[src/rtl/credit_ledger.sv]
// Credit store: accepts coins, grants or denies purchases,
// and pays remaining credit out as a stream of change coins.
module credit_ledger #(
   parameter int WIDTH    = 8,
   parameter int BIG_COIN = 5
) (
   input  logic             clk,
   input  logic             rst_n,
   input  logic             coin_valid,
   input  logic [WIDTH-1:0] coin_value,
   output logic             coin_ready,
   output logic             coin_reject,
   input  logic             buy_req,
   input  logic [WIDTH-1:0] buy_price,
   output logic             vend,
   output logic             buy_deny,
   input  logic             refund_req,
   output logic             change_valid,
   output logic             change_big,
   input  logic             change_ack,
   output logic             refund_done,
   output logic [WIDTH-1:0] credit
);

   localparam logic [0:0] IDLE   = 1'b0;
   localparam logic [0:0] PAYOUT = 1'b1;

   localparam logic [WIDTH-1:0] BIG = WIDTH'(BIG_COIN);
   localparam logic [WIDTH-1:0] ONE = WIDTH'(1);

   logic [0:0]       state;
   logic             payout;
   logic [WIDTH:0]   sum_w;
   logic [WIDTH-1:0] step_w;
   logic [WIDTH-1:0] left_w;

   assign payout       = (state == PAYOUT);
   assign coin_ready   = ~payout & ~buy_req;
   assign change_valid = payout;
   assign change_big   = payout & (credit >= BIG);

   // adder stage result: carry in sum_w[WIDTH] means overflow
   assign sum_w  = {1'b0, credit} + {1'b0, coin_value};
   assign step_w = change_big ? BIG : ONE;
   assign left_w = credit - step_w;

   always_ff @(posedge clk or negedge rst_n) begin
      if (!rst_n) begin
         state       <= IDLE;
         credit      <= '0;
         vend        <= 1'b0;
         buy_deny    <= 1'b0;
         coin_reject <= 1'b0;
         refund_done <= 1'b0;
      end else begin
         vend        <= 1'b0;
         buy_deny    <= 1'b0;
         coin_reject <= 1'b0;
         refund_done <= 1'b0;
         unique case (state)
            IDLE: begin
               if (buy_req) begin
                  if (buy_price <= credit) begin
                     credit <= credit - buy_price;
                     vend   <= 1'b1;
                  end else begin
                     buy_deny <= 1'b1;
                  end
               end else if (refund_req) begin
                  if (credit == '0) refund_done <= 1'b1;
                  else state <= PAYOUT;
               end else if (coin_valid) begin
                  if (sum_w[WIDTH]) coin_reject <= 1'b1;
                  else credit <= sum_w[WIDTH-1:0];
               end
            end
            PAYOUT: begin
               if (buy_req) buy_deny <= 1'b1;
               if (change_ack) begin
                  credit <= left_w;
                  if (left_w == '0) begin
                     state       <= IDLE;
                     refund_done <= 1'b1;
                  end
               end
            end
            default: state <= IDLE;
         endcase
      end
   end

endmodule

[config.mk]
export PLATFORM = sky130hd
export DESIGN_NAME = credit_ledger
export DESIGN_NICKNAME = d
export VERILOG_FILES = /design/src/rtl/credit_ledger.sv
export SDC_FILE = /design/constraint.sdc
export NUM_CORES = 1
export LEC_CHECK = 0
export BUFFER_PORTS_ARGS = -buffer_cell sky130_fd_sc_hd__buf_2
export CAP_MARGIN = 30
export CORE_ASPECT_RATIO = 1.25
export CORE_MARGIN = 4
export CORE_UTILIZATION = 45
export CTS_CLUSTER_DIAMETER = 150
export CTS_CLUSTER_SIZE = 40
export DETAILED_ROUTE_END_ITERATION = 10
export PLACE_DENSITY_LB_ADDON = 0.08
export SYNTH_ARGS = -nofsm -noshare
export SYNTH_HDL_FRONTEND = slang
export SYNTH_SLANG_ARGS = --single-unit
[constraint.sdc]
create_clock -name clk -period 3.4 [get_ports clk]
set_clock_uncertainty 0.15 [all_clocks]
set_input_delay 0.85 -clock clk [delete_from_list [all_inputs] [get_ports clk]]
set_output_delay 0.85 -clock clk [all_outputs]
set_load 0.03 [all_outputs]
* After elaboration in Yosys (flattened, before gate mapping) *
Index checks and enable logic that the tools add are counted.

cells by class
  reductions and logical operators = 3
  bitwise gates (word level) = 4
  equality and inequality tests = 5
  magnitude comparators = 2
  add/sub/neg operators = 3
  mux-type cells = 32

operators with widths
  cell                                                 count
  two-way mux 8 bit                                    6
  two-way mux 1 bit                                    21
  zero test 8 bit                                      2
  one-hot mux 8 bit (2 select lines)                   1
  adder 8 x 8 -> 9 bit                                 1
  != test 3 bit, second input constant                 3
  >= comparator 8 x 3 -> 1 bit, second input constant  1
  less-or-equal comparator 8 bit                       1
  subtractor 8 x 3 -> 8 bit                            1
  subtractor 8 bit                                     1
  one-hot mux 1 bit (2 select lines)                   3
  AND reduction 5 bit                                  1
  two-way mux 3 bit                                    1
  != test 3 x 2 -> 1 bit, second input constant        1
  bitwise AND 1 bit                                    2
  != test 2 bit, second input constant                 1
  NOT 1 bit                                            2

storage, ports and cells
  bits in registers = 13
  word-level logic and storage cells = 55
  input bits = 22
  output and inout bits = 15

* Logic depth before layout (Yosys ltp) *
Gate-level depths: netlist (run 1).

  word-level depth = 8
  mapped depth = 14
  gate-level depth less buffers = 14

* Least setup slack after synthesis (run 1) *
Ideal clock, no wire load.

  kind = register to register
  start point = reg state, in the netlist change_valid
  end point = reg credit[3]
  data required time = 3126 ps
  buffers on the path = 2
  stages on the path, launching flop included = 12
  slack = 392 ps
  clock period less this slack = 3008 ps
  data arrival time = 2734 ps
  library setup time = 124 ps
  path through = dfrtp_1 clkbuf_1 clkbuf_1 nand2_1 ha_1 o21a_1 or3_1 o21ai_0 a22oi_1 o21ai_0 inv_1 a211o_1

between the ends
  longest elaborated chain between the ends = 5
  elaborated cells between the ends (all ways) = 12
  those cells by class = 1 x add/sub; 5 x eq/ne; 3 x mux; 2 x bitwise; 1 x reduce/logical

ends and longest elaborated chain
  what                                RTL line  text
  from (decl)                         31        logic [0:0] state;
  from (signal assigned)              49        state <= IDLE;
  from (signal assigned)              71        else state <= PAYOUT;
  from (signal assigned)              82        state <= IDLE;
  bitwise AND 1 bit                   40        assign change_big = payout & (credit >= BIG);
  two-way mux 3 bit                   44        assign step_w = change_big ? BIG : ONE;
  subtractor 8 x 3 -> 8 bit           45        assign left_w = credit - step_w;
  two-way mux 8 bit                   79        if (change_ack) begin
  one-hot mux 8 bit (2 select lines)  60        unique case (state)
  to (signal assigned)                64        credit <= credit - buy_price;
  to (signal assigned)                74        else credit <= sum_w[WIDTH-1:0];
  to (signal assigned)                80        credit <= left_w;
  to (decl)                           22        output logic [WIDTH-1:0] credit

Parallel ways exist; a longest one is shown, timed or not. The select of a mux whose other input is x is not followed.
A chain may end at the register's enable or synchronous reset.

* Final worst setup path (run 1) *
  start point = reg credit[1]
  end point = reg credit[3]

between the ends
  longest elaborated chain between the ends = 6
  elaborated cells between the ends (all ways) = 17
  those cells by class = 3 x add/sub; 2 x order compare; 2 x eq/ne; 8 x mux; 1 x bitwise; 1 x reduce/logical

ends and longest elaborated chain
  what                                                                  RTL line
  >= comparator 8 x 3 -> 1 bit or adder 8 x 8 -> 9 bit (tied branches)  40, 43
  bitwise AND 1 bit or two-way mux 8 bit (tied branches)                40, 73
  two-way mux 3 bit or two-way mux 8 bit (tied branches)                44, 72
  subtractor 8 x 3 -> 8 bit or two-way mux 8 bit (tied branches)        45, 69
  two-way mux 8 bit (on tied branches)                                  79, 62
  one-hot mux 8 bit (2 select lines)                                    60

Parallel ways exist; a longest one is shown, timed or not. The select of a mux whose other input is x is not followed.

==> metrics, run 1 <==
Starting Density=0.4817; MaxCap Viol Count=0; worst setup path start=credit[1]; largest net degree at the start of global routing=24; gp weighted congestion=0.8954; cts hold-fix bufs=0; DRT Pass-1 Iters=4; Critical Path AT=3.09 ns; Design Power=1.689 mW; kind of cell adding the most delay to the critical path=compound AO/OA/AOI/OAI gates; CP Capture Type=flop; Final Hold Viols=0; Synth Warn #=0; CP max stage cell=dfrtp_1; main area contributors after synthesis=dfrtp_1 (20%), ha_1 (16%), inv_1 (4.9%); postcts setup bufs=0; Max Transition Viols Final=0; DRC viols=0; vias in the first global route=1,525; post-synth top area cell=dfrtp_1; post-DR vias/cell=5.747; num rows=23; Die H=74.54 um; Worst slew margin=0.7736; outcome=completed; Antenna Violating Nets Remaining=0; clock power share=0.081; worst hold path class=in -> async; max incr delay on CP=0.43 ns; number of antenna violations at the first check in global routing=0; Cell Pwr Density=896.3 mW/mm^2; register area share after synthesis=0.2041; die width=61.24 um; Critical path buffers and inverters=3; total number of vias=1,569; core footprint=0.003309 sq mm; sw frac=0.5217; post-synth design cell area=0.001594 sq mm; share of post-route cells with drive strength above 1=0.2161; Max Freq=321.0 MHz; Synth-to-Final Area Change=18.21%; minimum clock period=3.115 ns; hpwl dp=3421 um; setup TNS=0 ns; Worst Path Max Fanout=7; P_int=0.8078 mW; Final Setup Violations=0; Commonest cells post-synth=ha_1 (21), inv_1 (21), nand2_1 (20), nor2_1 (14); CP startpoint kind=flop; critical path class=reg -> reg; leakage=0.9057 nW; Synth Register Bits=13; Clk Latency, worst-skew pair=0.24 ns; P_sw=0.8811 mW; Clock Path Buffers=2; IO Pins=37; CTS Buf Count=3; CTS resizes=0; Clock transition at path regs=0.06 ns; required time of the critical path=3.38 ns; worst slew pin tran=0.3383 ns; Cells after Synth=195; Die ar.=0.004564 sq mm; period utilisation layout=0.9163; Comb power frac=0.740; CTS root buffer=clkbuf_8; drt total wl=4187 um; Nets=282; synth unique cells=50; Initial DRC Count=67; EDFF count, synth=0; WL/cell=15.34 um; Synth async-reset ratio=1.000; H-tree Lvls=1; worst path cell trace=inv_1, ha_1, inv_1, o21ai_0, nand2_1, nand2_1, ha_1, o21a_1, or3_1, o21ai_0, a22oi_1, o21ai_0, inv_1, a211o_1; post-synth top area share=0.2041; first-pass GRT wire length=6727 um; sequential share of power=0.179; Critical Path Stages=14; CTS tree=built; worst r2r path cells=14; Peak VDD IR=0.5433 mV; GRT Util Overall=0.1916; port bufs=36; Sink Count=13; Avg Cell Area, Syn=8.175 sq um; gr ovfl total=0; syn nets=240; # diodes=0; reg-to-reg startpoint=credit[1]; Main synth FF type=dfrtp_1; RSZ-0062 raised after global routing=false
cells in the final DEF, fill, tap and decap left out, types with 5 or more instances in the layout:
cell type and n:
dfrtp_1 13, o21ai_0 12, xnor2_1 5, nand2_1 20
ha_1 21, a21oi_1 13, nor3_1 7, nor2_1 14
buf_2 36, inv_1 21
metrics by stage:
stage	area, sq um	hold WS [ns]	instances	setup slack (ns)	utilization
2_1_floorplan	1594	0.4044	195	0.3920	-
3_3_place_gp	1839	0.4689	269	0.2572	0.5558
3_5_place_dp	1839	0.4790	269	0.1706	0.5558
4_1_cts	1884	0.3439	273	0.2405	0.5694
5_1_grt	1884	0.3503	273	0.07657	0.5694
6_report	1884	0.3334	273	0.2847	0.5694
area by class of cell:
class                   count  area, sq um
clock buffers               4        45.04
fillers                   308         1425
inverters                  21        78.83
multi-input cells         158         1179
flip-flops and latches     13        325.3
well taps                  37        46.29
repair buffers             40        210.2
power by group through the flow:
stage	combinational (mW)	clock (mW)	sequential (mW)
finish	1.25	0.137	0.302
global route	1.38	0.150	0.315
CTS	1.25	0.140	0.304
detailed placement	1.24	0	0.305
global placement	1.21	0	0.304
floorplan	0.839	0	0.389
sequential cells by signal, summed over array words and instances, names as in the netlist:
register,flops
vend,1
credit,8
coin_reject,1
refund_done,1
change_valid,1
buy_deny,1
per-layer routing:
metal  wire, um  track usage  up-vias
met3        254      0.04514        8
met2       2088       0.3176       50
met1       1772       0.2429      723
met4         73      0.05783        0
met5          0            0        -
li1           -            -      788
final timing paths:
path / end / slack [ns]
min reg2reg: refund_done / 0.49
min: credit[4] / 0.33
min in group clk: refund_done / 0.49
max reg2reg: credit[3] / 0.28
max: credit[3] / 0.28
max in group asynchronous: refund_done / 2.54
cell families after synthesis:
| kind of cell | count (synthesis) | synth area share |
|---|---|---|
| fa+ha+maj | 23 | 0.1900 |
| buf+inv | 24 | 0.05652 |
| compound gates | 61 | 0.2857 |
| xor+xnor | 8 | 0.04396 |
| simple gates | 61 | 0.1853 |
| flops | 13 | 0.2041 |
| mux | 5 | 0.03454 |
No activity file was read; power rests on OpenSTA's default activity.
==> run 2, diff against run 1 <==
Clock period 3.4 ns to 3.5 ns, I/O delays scaled along.
==> run 2 against run 1 <==
  * Worst setup slack better by 0.11 ns
  * Total power shrank 3.3%
  * Combinational power down 5%
  * Critical endpoint is now credit[2]
==> metrics, run 2 (synthesis gave the netlist of run 1 again) <==
Initial DRC Count=84; GRT Util Overall=0.2051; # diodes=0; postcts setup bufs=0; vias in the first global route=1,604; most common cell after layout, fill and taps aside=buf_2; max incr delay on CP=0.38 ns; port bufs=36; Nets=280; H-tree Lvls=1; total number of vias=1,596; Final Setup Violations=0; CP Capture Type=flop; minimum clock period=3.110 ns; worst setup path start=buy_price[0]; Starting Density=0.4817; Worst R2R Setup Slack=0.46 ns; Cell Pwr Density=873.4 mW/mm^2; max FFs per register=8; Die ar.=0.004564 sq mm; kind of cell adding the most delay to the critical path=compound AO/OA/AOI/OAI gates; drt total wl=4173 um; Sink Count=13; Top reg by flops=credit; Peak VDD IR=0.5980 mV; Clock Path Buffers=2; Die H=74.54 um; Max Transition Viols Final=0; CP startpoint kind=primary input; Max Freq=321.6 MHz; WL/cell=15.40 um; Clock transition at path regs=0.06 ns; die width=61.24 um; num rows=23; Critical Path Stages=10; worst path cell trace=buf_2, ha_1, fa_1, nand2b_1, a21oi_1, o2111ai_1, nand2_1, o211ai_4, a21oi_4, mux2_4; Critical path buffers and inverters=1; leakage=0.8964 nW; Synth-to-Final Area Change=17.27%; gr ovfl total=0; gp weighted congestion=0.8474; worst hold path class=in -> async; fillers=324; CTS root buffer=clkbuf_8; most frequent cells in the layout=buf_2 (36), inv_1 (21), ha_1 (21); DRT Pass-1 Iters=4; CTS tree=built; setup TNS=0 ns; sw frac=0.5275; worst slew pin tran=0.3857 ns; P_sw=0.8612 mW; CTS resizes=0; required time of the critical path=3.49 ns; Worst slew margin=0.7419; outcome=completed; CTS Buf Count=3; reg-to-reg startpoint=credit[1]; cts hold-fix bufs=0; Comb power frac=0.732; CP max stage cell=fa_1; hpwl dp=3474 um; Design Power=1.633 mW; DRC viols=0; worst r2r path cells=14; core footprint=0.003309 sq mm; Final Hold Viols=0; P_int=0.7715 mW; Antenna Violating Nets Remaining=0; CP Capture Point=credit[2]; critical path class=in -> reg; first-pass GRT wire length=7231 um; number of antenna violations at the first check in global routing=0; post-DR vias/cell=5.889; Reg2Reg Capture Point=credit[3]; Critical Path AT=3.10 ns; RSZ-0062 raised after global routing=false; IO Pins=37; share of post-route cells with drive strength above 1=0.2094; period utilisation layout=0.8885; clock power share=0.083; MaxCap Viol Count=0; sequential share of power=0.185; Worst Path Max Fanout=6; Clk Latency, worst-skew pair=0.25 ns; largest net degree at the start of global routing=24
==> run 2: routing by layer <==
metal | wire length [um] | part of all wire | vias to the layer above | GRT usage
met4 | 89 | 0.021 | 0 | 0.06506
met1 | 1713 | 0.41 | 740 | 0.2566
met3 | 244 | 0.058 | 13 | 0.03125
met2 | 2126 | 0.51 | 59 | 0.3541
met5 | 0 | 0 | - | 0
li1 | - | - | 784 | -
==> run 2: per-stage QoR <==
step	instances	instance area, sq um	setup slack (ns)	utilization	hold WS [ns]
after floorplan	195	1594	0.4751	-	0.4294
after global placement	267	1824	0.2419	0.5512	0.5356
after detailed placement	267	1824	0.1512	0.5512	0.5052
after CTS	271	1869	0.4036	0.5648	0.3541
after global routing	271	1869	0.1704	0.5648	0.3759
final	271	1869	0.3902	0.5648	0.3476
==> run 2: cell type report <==
cell class,count,area [sq um],area share
flip-flops and latches,13,325.3,0.1740
clock buffers,4,45.04,0.02410
well taps,37,46.29,0.02477
repair buffers,38,195.2,0.1044
inverters,21,78.83,0.04217
multi-input cells,158,1179,0.6305
==> run 2: power groups by stage <==
stage | clock, mW | sequential, mW | combinational, mW
after floorplan | 0 | 0.378 | 0.815
after global placement | 0 | 0.304 | 1.15
after detailed placement | 0 | 0.306 | 1.19
after CTS | 0.138 | 0.303 | 1.20
after global routing | 0.145 | 0.314 | 1.34
final | 0.136 | 0.302 | 1.19
==> run 2: worst min-delay path by stage <==
stage                      endpoint  depth (start not counted)  slack, ns       from
after floorplan            buy_deny                          0       0.43      rst_n
after global placement    credit[6]                          1       0.54  credit[6]
after detailed placement  credit[7]                          2       0.51  credit[7]
after CTS                 credit[4]                          1       0.35      rst_n
after global routing      credit[4]                          1       0.38      rst_n
final                     credit[4]                          1       0.35      rst_n
==> run 3, diff against run 2 <==
Settings changed: ABC_AREA set to 1.
==> run 3 against run 2 <==
  * Non-clock buffer count did not move
  * Final cell count rose by 47%
  * Flip-flop and latch count did not move
  * Critical endpoint is now change_valid
  * Largest power group unchanged
  * Worst setup slack improved by 0.19 ns
==> metrics, run 3 <==
outcome=completed; main area contributors after synthesis=nand2_1 (22%), dfrtp_1 (18%), ha_1 (15%); Clk Latency, worst-skew pair=0.24 ns; Worst slew margin=0.7951; number of antenna violations at the first check in global routing=0; Die H=78.67 um; Final Hold Viols=0; Antenna Violating Nets Remaining=0; Avg Cell Area, Syn=5.914 sq um; Commonest cells post-synth=nand2_1 (104), inv_1 (55), nand3_1 (32), nor2_1 (25), ha_1 (21); leakage=1.293 nW; worst path cell trace=inv_1, ha_1, inv_1, o21ai_0, a31oi_1, inv_1, ha_1, a21oi_1, nand2_1, nand2_1, nand2_1, nor2_1, nand3_1, nand2_1, nand2_1; Synth-to-Final Area Change=16.28%; share of post-route cells with drive strength above 1=0.1541; Cell Pwr Density=904.4 mW/mm^2; drt total wl=4771 um; CTS tree=built; Final Setup Violations=0; postcts setup bufs=0; post-synth design cell area=0.001798 sq mm; most frequent cells in the layout=nand2_1 (104), inv_1 (55), buf_2 (36); required time of the critical path=3.48 ns; synth unique cells=30; CP Capture Type=flop; Nets=390; most common cell in the netlist=nand2_1; setup TNS=0 ns; Starting Density=0.4711; hpwl dp=3930 um; first-pass GRT wire length=8128 um; DRT Pass-1 Iters=4; core footprint=0.003816 sq mm; worst slew pin tran=0.3071 ns; post-synth top area share=0.2171; period utilisation layout=0.8333; DRC viols=0; cell repeated most along the worst path=nand2_1; CP max stage cell=dfrtp_1; CTS resizes=0; Main synth FF type=dfrtp_1; H-tree Lvls=1; critical path class=reg -> reg; CTS root buffer=clkbuf_8; port bufs=36; gr ovfl total=0; # diodes=0; post-DR vias/cell=4.879; Top reg by flops=credit; Synth Register Bits=13; largest net degree at the start of global routing=17; worst hold path class=in -> async; vias in the first global route=1,736; WL/cell=11.99 um; max FFs per register=8; RSZ-0062 raised after global routing=false; Peak VDD IR=0.4496 mV; MaxCap Viol Count=0; minimum clock period=2.917 ns; Clock transition at path regs=0.06 ns; Max Freq=342.9 MHz; total number of vias=1,942; register area share after synthesis=0.1809; GRT Util Overall=0.2014; Worst Path Max Fanout=8; gp weighted congestion=0.8795; max incr delay on CP=0.46 ns; CP startpoint kind=flop; die width=64.54 um; Max Transition Viols Final=0; Synth Warn #=0; Design Area, Final=0.002091 sq mm; Synth async-reset ratio=1.000; Die ar.=0.005077 sq mm; num rows=25; cts hold-fix bufs=0; post-synth top area cell=nand2_1; Cells after Synth=304; CTS Buf Count=3; fillers=429; Critical Path AT=2.90 ns; Initial DRC Count=156; syn nets=349; Clock Path Buffers=2; most common cell after layout, fill and taps aside=nand2_1; EDFF count, synth=0; Sink Count=13; Post-DP Area=0.002046 sq mm; IO Pins=37
run 3: cell types whose count changed in the layout (fill, tap and decap cells not counted), moves of 4 or more:
cell,before,now
nand3_1,4,32
o21a_1,4,0
nor3_1,7,1
xnor2_1,5,0
mux2i_1,4,0
a21oi_1,13,9
o21ai_0,12,7
nand2_1,20,104
nor2_1,14,25
inv_2,0,4
inv_1,21,55
run 3: cell families (layout without fill, tap and decap cells):
group,count (synthesis),in the layout,synth area share
flops,13,13,0.1809
xor+xnor,1,1,0.004872
simple gates,180,180,0.4342
fa+ha+maj,23,23,0.1684
compound gates,25,25,0.07794
buf+inv,62,102,0.1336
run 3: worst paths after layout:
check,startpoint,endpoint,slack (ns),depth (start not counted)
hold reg to reg,credit[5],credit[5],0.48,3
setup / recovery,credit[1],change_valid,0.58,15
max in group asynchronous,rst_n,coin_reject,2.61,1
min in group clk,credit[5],credit[5],0.48,3
setup reg to reg,credit[1],change_valid,0.58,15
hold / removal,rst_n,change_valid,0.36,1
run 3: stage by stage:
step | utilization | instances | hold WS [ns] | power (mW) | setup slack [ns]
2_1_floorplan | - | 304 | 0.4294 | 1.405 | 0.2425
3_3_place_gp | 0.5361 | 394 | 0.4704 | 1.745 | 0.6317
3_5_place_dp | 0.5361 | 394 | 0.4648 | 1.750 | 0.6090
4_1_cts | 0.5479 | 398 | 0.3652 | 1.895 | 0.5869
5_1_grt | 0.5479 | 398 | 0.3785 | 2.122 | 0.2945
6_report | 0.5479 | 398 | 0.3597 | 1.891 | 0.5834
run 3: cell type report:
cell class	count	area [sq um]	area share
multi-input cells	229	1232	0.5895
flip-flops and latches	13	325.3	0.1556
inverters	60	225.2	0.1077
repair buffers	38	195.2	0.09336
well taps	54	67.56	0.03232
clock buffers	4	45.04	0.02154
run 3: per-layer routing:
layer,global-route usage,vias up,part of all wire
li1,-,1043,-
met5,0,-,0
met1,0.2727,838,0.48
met2,0.3440,57,0.46
met4,0.03171,0,0.011
met3,0.02861,4,0.049
run 3: worst max-delay path: cells and delay by family (launching register included):
family	cells	cell delay [ns]
AND/OR/NAND/NOR	7	0.53
adder cells (fa/ha/maj)	2	0.64
flip-flops	1	0.46
buffers and inverters	3	0.37
AO/OA/AOI/OAI	3	0.66
run 3: where the power goes:
| part | switching [mW] | leakage [nW] | internal, mW |
|---|---|---|---|
| combinational | 0.955 | 1.11 | 0.515 |
| clock | 0.0525 | 0.0228 | 0.0803 |
| sequential | 0.0830 | 0.161 | 0.206 |
| total | 1.09 | 1.29 | 0.801 |
